`src/rtl/ntt_pu_ctrl.sv`:
```
// ntt_pu_ctrl: sequencing controller for a D-lane NTT/INTT processing unit.
// Accepts one transform job per input handshake. It loads the coefficient
// vector for one cycle, then steps the butterfly stage index through S
// compute cycles (upward for NTT, downward for INTT). It then holds the
// result valid until the consumer takes it.
//
// Ports:
//   clk, rst             clock, synchronous active-high reset
//   in_valid, in_inv     job request and job type (1 = inverse)
//   in_ready             controller can take a job this cycle (combinational)
//   load, en             PU register input select / clock enable
//   stage                butterfly stage index to PU twiddle/partner muxes
//   inv_q                latched job type to PU
//   busy                 job in flight
//   out_valid, out_ready result handshake
//   job_cnt              completed-job counter, saturating (only with NTT_PU_CTRL_PERF_EN)
//
// Optional feature macro: NTT_PU_CTRL_PERF_EN adds the job_cnt output.
module ntt_pu_ctrl #(
    parameter int unsigned D = 16,
    localparam int unsigned S = $clog2(D),
    localparam int unsigned SW = (S > 1) ? $clog2(S) : 1
) (
    input  logic          clk,
    input  logic          rst,
    input  logic          in_valid,
    input  logic          in_inv,
    output logic          in_ready,
    output logic          load,
    output logic          en,
    output logic [SW-1:0] stage,
    output logic          inv_q,
    output logic          busy,
    output logic          out_valid,
`ifdef NTT_PU_CTRL_PERF_EN
    output logic [15:0]   job_cnt,
`endif
    input  logic          out_ready
);

    typedef enum logic [1:0] {IDLE, LOAD, COMP, DONE} state_t;

    localparam logic [SW-1:0] STAGE_LAST = SW'(S - 1);

    state_t        state;
    state_t        state_nx;
    logic [SW-1:0] stage_nx;
    logic          inv_nx;
    logic          in_hs;
    logic          out_hs;
    logic          terminal;

    // Handshake decode; in_ready is the only input-dependent output.
    always_comb begin
        in_ready = !rst && ((state == IDLE) || ((state == DONE) && out_ready));
        in_hs    = in_valid && in_ready;
        out_hs   = (state == DONE) && out_ready;
        terminal = inv_q ? (stage == '0) : (stage == STAGE_LAST);
    end

    // Next-state and state-decoded outputs.
    always_comb begin
        state_nx  = state;
        stage_nx  = stage;
        inv_nx    = inv_q;
        load      = 1'b0;
        en        = 1'b0;
        out_valid = 1'b0;
        busy      = (state != IDLE);
        case (state)
            IDLE: begin
                if (in_hs) begin
                    state_nx = LOAD;
                    inv_nx   = in_inv;
                    stage_nx = in_inv ? STAGE_LAST : '0;
                end
            end
            LOAD: begin
                load     = 1'b1;
                en       = 1'b1;
                state_nx = COMP;
            end
            COMP: begin
                en = 1'b1;
                // Stage holds at its terminal value rather than wrapping.
                if (terminal) begin
                    state_nx = DONE;
                end else begin
                    stage_nx = inv_q ? (stage - SW'(1)) : (stage + SW'(1));
                end
            end
            DONE: begin
                out_valid = 1'b1;
                if (out_hs) begin
                    // A job accepted in the same cycle goes straight to LOAD.
                    if (in_hs) begin
                        state_nx = LOAD;
                        inv_nx   = in_inv;
                        stage_nx = in_inv ? STAGE_LAST : '0;
                    end else begin
                        state_nx = IDLE;
                    end
                end
            end
            default: state_nx = IDLE;
        endcase
    end

    // State, stage index and job type registers.
    always_ff @(posedge clk) begin
        if (rst) begin
            state <= IDLE;
            stage <= '0;
            inv_q <= 1'b0;
        end else begin
            state <= state_nx;
            stage <= stage_nx;
            inv_q <= inv_nx;
        end
    end

`ifdef NTT_PU_CTRL_PERF_EN
    // Completed-job counter, saturating at all-ones.
    always_ff @(posedge clk) begin
        if (rst) begin
            job_cnt <= 16'h0000;
        end else if (out_hs && (job_cnt != 16'hFFFF)) begin
            job_cnt <= job_cnt + 16'h0001;
        end
    end
`endif

endmodule
```
`config.mk`:
```
export PLATFORM = sky130hd
export DESIGN_NAME = ntt_pu_ctrl
export DESIGN_NICKNAME = d
export VERILOG_FILES = /design/src/rtl/ntt_pu_ctrl.sv
export SDC_FILE = /design/constraint.sdc
export NUM_CORES = 1
export LEC_CHECK = 0
export CORE_AREA = 2 2 39 41
export DETAILED_ROUTE_END_ITERATION = 12
export DIE_AREA = 0 0 41 43
export GPL_TIMING_DRIVEN = 1
export PLACE_DENSITY_LB_ADDON = 0.12
export SETUP_SLACK_MARGIN = 0.3
export SLEW_MARGIN = 20
export SYNTH_ARGS = -nofsm -noshare
export SYNTH_HDL_FRONTEND = slang
export SYNTH_SLANG_ARGS = --single-unit
export TNS_END_PERCENT = 1
```
`constraint.sdc`:
```
create_clock -name clk -period 2.9 [get_ports clk]
set_input_delay 0.58 -clock clk [delete_from_list [all_inputs] [get_ports clk]]
set_output_delay 0.58 -clock clk [all_outputs]
set_load 0.01 [all_outputs]
```
Yosys cells after proc, flatten, opt, wreduce, memory -nomap -nowiden

Cells that the tools add are included.

Input bits: 5
Register bits after elaboration: 5
Output and inout bits: 8
Logic and storage cells: 45

Reduce and logical (&&, ||, !) cells: 14
Equality and inequality tests: 8
Add/sub/neg operators: 2
Multiplexer cells: 18

Operators by type and width:

| cell                  | number |
|---|---|
| $mux W2               | 8 |
| $ne A2 B2 Y1 const B  | 4 |
| $pmux W2 S4           | 1 |
| $mux W1               | 7 |
| $eq A2 B2 Y1 const B  | 3 |
| $pmux W2 S3           | 1 |
| $reduce_and A3 Y1     | 2 |
| $logic_not A2 Y1      | 2 |
| $reduce_bool A2 Y1    | 2 |
| $logic_and A1 B1 Y1   | 3 |
| $reduce_bool A3 Y1    | 1 |
| $add A2 B1 Y2 const B | 1 |
| $eq A2 B1 Y1 const B  | 1 |
| $pmux W1 S2           | 1 |
| $reduce_and A2 Y1     | 1 |
| $reduce_or A2 Y1      | 1 |
| $sub A2 B1 Y2 const B | 1 |
| $logic_not A1 Y1      | 1 |
| $logic_or A1 B1 Y1    | 1 |

Logic depth before layout (Yosys ltp)

Depth in word-level cells: 8
Mapped depth: 6
Depth with buffers taken out: 6

Least setup slack after synthesis

No wires, ideal clock.

Kind: flip-flop to output port
Start point: register state[0]
End point: output in_ready
Slack: 1.358 ns
Path buffers: 0
Data required time: 2.320 ns
Stages on the path, launching flop included: 5
Arrival time: 0.962 ns
Path through: dfxtp_1 -> inv_1 -> ha_1 -> a21oi_2 -> nor2_1

Longest elaborated chain between the ends: 4
Elaborated cells on any way between the ends: 5
Those cells by class: eq/ne (1); reduce/logical (4)

RTL lines:

| what                   | line | source |
|---|---|---|
| start, declared        | 45   | `state_t state;` |
| start signal, assigned | 116  | `state <= state_nx;` |
| $eq A2 B2 Y1           | 55   | `in_ready = !rst && ((state == IDLE) \|\| ((state == DONE) && out_ready));` |
| $logic_and A1 B1 Y1    | 55   |  |
| $logic_or A1 B1 Y1 *   | 55   |  |
| $logic_and A1 B1 Y1 *  | 55   |  |
| end, declared          | 28   | `output logic in_ready,` |

Mark *: on every way between the ends. The rest lies on a longest branch, timed or not.

Worst setup path after layout

Ends and elaborated chain as after synthesis.

==> results.json <==
{
  "viasPerCell": 5.36,
  "critPathCaptureType": "output port",
  "totalWireLength_mm": 1.09,
  "start_kind": "flip-flop",
  "arrival_ns": 1.79,
  "clockBufferDepth": 2,
  "syn_avg_cell_area_um2": 8.28,
  "grt_setup_unrepaired": "no",
  "synth_cell_types": 32,
  "dp_cells": 87,
  "ant_nets": 0,
  "peakVddDrop_v": 0.000559,
  "maxSlewViolCount": 0,
  "ios": 13,
  "routedWlPerCell_um": 12.0,
  "dpl_worst_slack_ns": 0.528,
  "min_path_cells": 2,
  "leakagePower_nw": 0.257,
  "outcome": "complete, no violations",
  "grt_pass1_wl_mm": 1.70,
  "grt-ovfl-total": 0,
  "synth_area_leaders": "dfxtp_1 (21%), ha_1 (13%), nor2_1 (5.5%)",
  "crit_type": "flip-flop to output port",
  "finalCritPeriodShare_pct": 81.7,
  "synth_top_area_cell": "dfxtp_1",
  "grt_max_degree": 9,
  "crit_path_end": "in_ready",
  "routabilityCongestion": 0.731,
  "final_util_pct": 47.3,
  "critPathLaunch": "state[0]",
  "r2r_start": "state[0]",
  "fillers": 144,
  "place_hpwl_um": 847,
  "clock_skew_ns": 0.00201,
  "setup_slack_ns": 0.531,
  "clk_latency_ns": 0.24,
  "grt_pass1_vias": 416,
  "synth-async-reset-ratio_pct": 0,
  "clk_pin_slew_ns": 0.04,
  "synth_top_area_share_pct": 20.8,
  "dpl_cell_area_um2": 628,
  "cts.sinks": 5,
  "port_buffers": 12,
  "slew_headroom_pct": 81.6,
  "synth-edff-count": 0,
  "yosysSeqAreaShare_pct": 20.8,
  "ctsRootBufferMaster": "clkbuf_4",
  "fin_setup_tns_ns": 0,
  "diodes": 0,
  "fin_total_pwr_uw": 660,
  "first_iter_violations": 5,
  "cts_tree": "built",
  "dr.pass1.iters": 4,
  "cts_setup_buffers": 0,
  "syn2layout_area_growth_pct": 36.2,
  "r2r_cells": 6,
  "hold_slack_ns": 0.564,
  "synth_area_um2": 480,
  "cts_hold_buffers": 0,
  "drc": 0,
  "r2r_setup_slack_ns": 1.19,
  "ys_seq_elements": 5,
  "initial_core_util_pct": 34.7,
  "yosys_warnings": 0,
  "fp.dieArea_um2": 1760,
  "drive_above_1_share_pct": 17.3,
  "drv_cap": 0,
  "vias": 488,
  "die_h_um": 43,
  "postSynthCellCount": 58,
  "period_minus_slack_ns": 2.37,
  "core-area_um2": 1380,
  "cp_max_fo": 5,
  "final_hold_viol_count": 0,
  "hold_class": "flip-flop to flip-flop",
  "fin_nets": 86,
  "tightest_slew_ns": 0.276,
  "rows": 14,
  "antenna_found_initial": 0,
  "final_area_um2": 654,
  "r2r_end": "stage[1]",
  "dieWidth_um": 41,
  "cp.required_ns": 2.32,
  "synth_nets": 68,
  "power_density_nw_per_um2": 1010,
  "htree_levels": 1,
  "cts_made_buffers": 3,
  "clock.fmax_ghz": 0.422,
  "cts_resized": 0,
  "grt_use_total_pct": 14.4,
  "setup_viol_count_final": 0,
  "synth_ff_type": "dfxtp_1",
  "final_cell_count_no_fill": 91
}
[per-layer routing]
layer	global-route usage [%]	vias up	share of wire (%)
met1	16.8	227	48
met2	21.9	10	49
met4	8.00	0	0.28
met3	4.71	2	2.9
li1	-	249	-
met5	0	-	0
[logic make-up (layout without fill, tap and decap cells)]
kind of cell | Yosys count | count (layout) | synth area share, %
and+or+nand+nor | 23 | 23 | 27.1
AOI/OAI and AO/OA | 18 | 18 | 31.3
adders and majority gates | 5 | 5 | 13.0
DFF | 5 | 5 | 20.8
buffers and inverters | 5 | 22 | 3.91
xor gates and xnor gates | 1 | 1 | 1.82
muxes | 1 | 1 | 2.08
[power by group]
part,internal [mW],switching (mW)
logic,0.228,0.214
registers,0.0951,0.0400
clock network,0.0522,0.0307
total,0.375,0.285
[sequential cells by signal, summed over array words and instances, names as in the netlist]
name	count
inv_q	1
stage	2
state	2
[worst min path at each step]
stage	to	from	slack (ns)
global route	inv_q	inv_q	0.62
finish	inv_q	inv_q	0.56
global placement	inv_q	inv_q	0.56
CTS	inv_q	inv_q	0.57
detailed placement	inv_q	inv_q	0.56
floorplan	state[0]	state[0]	0.54
[layout by cell type, fill, tap and decap left out]
cell type and count:
clkdlybuf4s50_1 12, o2111a_1 1, o2bb2ai_1 1, nand3_1 1, clkbuf_1 1, a221oi_2 1, a211oi_1 1, o31ai_1 1
nor3_1 2, a21oi_1 2, nand2_2 1, inv_1 5, a31oi_1 2, a21o_1 1, nand2b_4 1, a21oi_2 2
clkbuf_4 3, a21bo_2 1, nand4_1 1, o21ai_0 2, and2b_1 2, and2b_4 1, xor2_1 1, ha_1 5
nor4_1 1, dfxtp_1 5, or2_0 1, mux2i_1 1, nand2_1 3, or2b_1 1, nor2_1 7, o21bai_1 1
or2_2 1, a2bb2oi_2 1, o311a_1 1, buf_4 1
[critical path: stages (launching register included)]
cell	delay (ns)
dfxtp_1	0.39
inv_1	0.11
ha_1	0.28
a21oi_2	0.22
nor2_1	0.07
clkdlybuf4s50_1	0.47
[synthesized netlist by cell type, types with 2 or more instances]
master   n
nor3_1   2
dfxtp_1  5
a21oi_1  2
inv_1    5
nand2_1  3
o21ai_0  2
ha_1     5
nor2_1   7
a31oi_1  2
a21oi_2  2
and2b_1  2
[layout make-up]
cell class	count	area (µm²)	share of cell area [%]
Multi-Input combinational cell	48	362	55.3
Timing Repair Buffer	13	128	19.5
Sequential cell	5	100	15.3
Clock buffer	4	26.3	4.02
Tap cell	16	20.0	3.06
Inverter	5	18.8	2.87
Power figures use the tool's default switching activity.
==> RTL change, RTL diff (same settings) <==
Encoding of `state_t`: now one-hot (4 bits for 4 states).
--- a/src/rtl/ntt_pu_ctrl.sv
+++ b/src/rtl/ntt_pu_ctrl.sv
@@ -38,7 +38,7 @@
     input  logic          out_ready
 );
 
-    typedef enum logic [1:0] {IDLE, LOAD, COMP, DONE} state_t;
+    typedef enum logic [3:0] {IDLE = 4'b0001, LOAD = 4'b0010, COMP = 4'b0100, DONE = 4'b1000} state_t;
 
     localparam logic [SW-1:0] STAGE_LAST = SW'(S - 1);
 
Behaviour: same outputs for any inputs over 10 cycles, from zero or initial values and one cycle with rst high; not proved beyond that.
==> RTL change against the unedited design <==
- area after synthesis down 7.3%
- wire length down 8.2%
- setup slack worse by 0.18 ns
- critical path type unchanged
- sequential cell count up 2
- clock skew up 0.0056 ns
- first-iteration DRC count down 40%
- cell area down 8.2%
Power is not compared: it rests on default switching activity, and its combinational part moved more than twofold at a synthesized area within 25%.
==> RTL change: results (changes against the unedited design) <==
r2r setup slk 1.07 ns (-0.12 ns); Syn Area/Cell 7.95 um^2 (-4.0%); met2 Use GR 19.7% (-2.2 points); setup ws final 0.349 ns (-0.182 ns); Cell Count, Final, Fillers Out 86 (-5.5%); Layout Nets 76 (-12%); GRT Total Usage 14.5% (+0.10 points); global-route wire length before repair 1690 um (-0.41%); Final Skew 0.00757 ns (+0.00555 ns); syn_nets 61 (-10%); RePlAce Congestion 0.753 (+3.1%); largest net degree at the start of global routing 10 (+1); crit-path leading delay family simple AND/OR/NAND/NOR gates; slowest library cell on the worst path or4b_2; most frequent cells after synthesis dfxtp_1 (7), nand2_1 (7), a21oi_1 (4), nor2_1 (4); share of cells above drive strength 1 12.9% (-4.5 points); placed cell area 571 um^2 (-9.2%); post-synthesis sequential area ratio 31.5% (+11 points); Synth cell types 29 (-9.4%); CP endpoint en; Worst-path clk slew 0.06 ns (+0.02 ns); via count 450 (-7.8%); vias in the first global route 402 (-3.4%); dpl cells 82 (-5.7%); Crit path largest cell delay 0.74 ns (+0.27 ns); synth top area cells dfxtp_1 (31%), nand2_1 (5.9%), nor4b_1 (5.9%); Largest regs state: 4 flops, stage: 2 flops, inv_q: 1 flops; Rel. slew slack 73.7% (-7.9 points); R2R Path Start state[2]; root buffer cell clkbuf_4; pre-CTS WS 0.338 ns (-0.190 ns); reg2reg path depth 4 (-2); status completed; crit path DAT 1.97 ns (+0.18 ns); CP Max Fanout 7 (+2); Crit. Startpoint state[0]; DR iter-0 viols 3 (-2); routed wire length 999 um (-8.2%); DP Wirelength 722 um (-15%); GR Layer Usage met1 18.4% (+1.6 points); later-pin clock latency in the skew report 0.26 ns (+0.02 ns)
[RTL change: timing repair]
item / in CTS / in global routing
hold buffers: 0 / 0
gates resized for setup: 1 / 1
endpoints found under the setup margin: 2 / 3
[RTL change: cells by family after synthesis]
group           after synthesis  share of synthesized area, %
flops                         7                          31.5
xor+xnor                      3                          5.90
compound gates               14                          20.8
buf+inv                       6                          7.58
simple gates                 26                          34.3
[RTL change: cell type report]
type,instances,area (um^2)
clock buffer,4,26.3
tap,16,20.0
timing repair buffer,13,130
multi-input combinational,43,272
inverter,3,11.3
sequential,7,141
fill,151,783
[RTL change: worst reg2reg max path, stage by stage, from the launching register on]
cell and delay, ns:
dfxtp_1 0.48, or4b_4 0.55, a221o_1 0.35, or2_0 0.22, a31oi_1 0.16
[RTL change: worst min path at each step]
stage / to / slack, ns / depth (start not counted)
floorplan: inv_q / 0.54 / 2
global placement: inv_q / 0.53 / 2
detailed placement: inv_q / 0.53 / 2
CTS: inv_q / 0.54 / 2
global route: inv_q / 0.56 / 2
finish: inv_q / 0.54 / 2
[RTL change: report_power, final]
part | switching, mW | leakage [nW] | total (mW) | internal (mW)
clock | 0.0406 | 0.0150 | 0.0935 | 0.0528
combinational | 0.0227 | 0.185 | 0.0542 | 0.0315
sequential | 0.00878 | 0.0576 | 0.111 | 0.102
[RTL change: per-layer routing]
metal / routed length [um] / vias up
met1: 486 / 204
met3: 57 / 5
li1: - / 229
met4: 37 / 0
met5: 0 / -
met2: 417 / 12
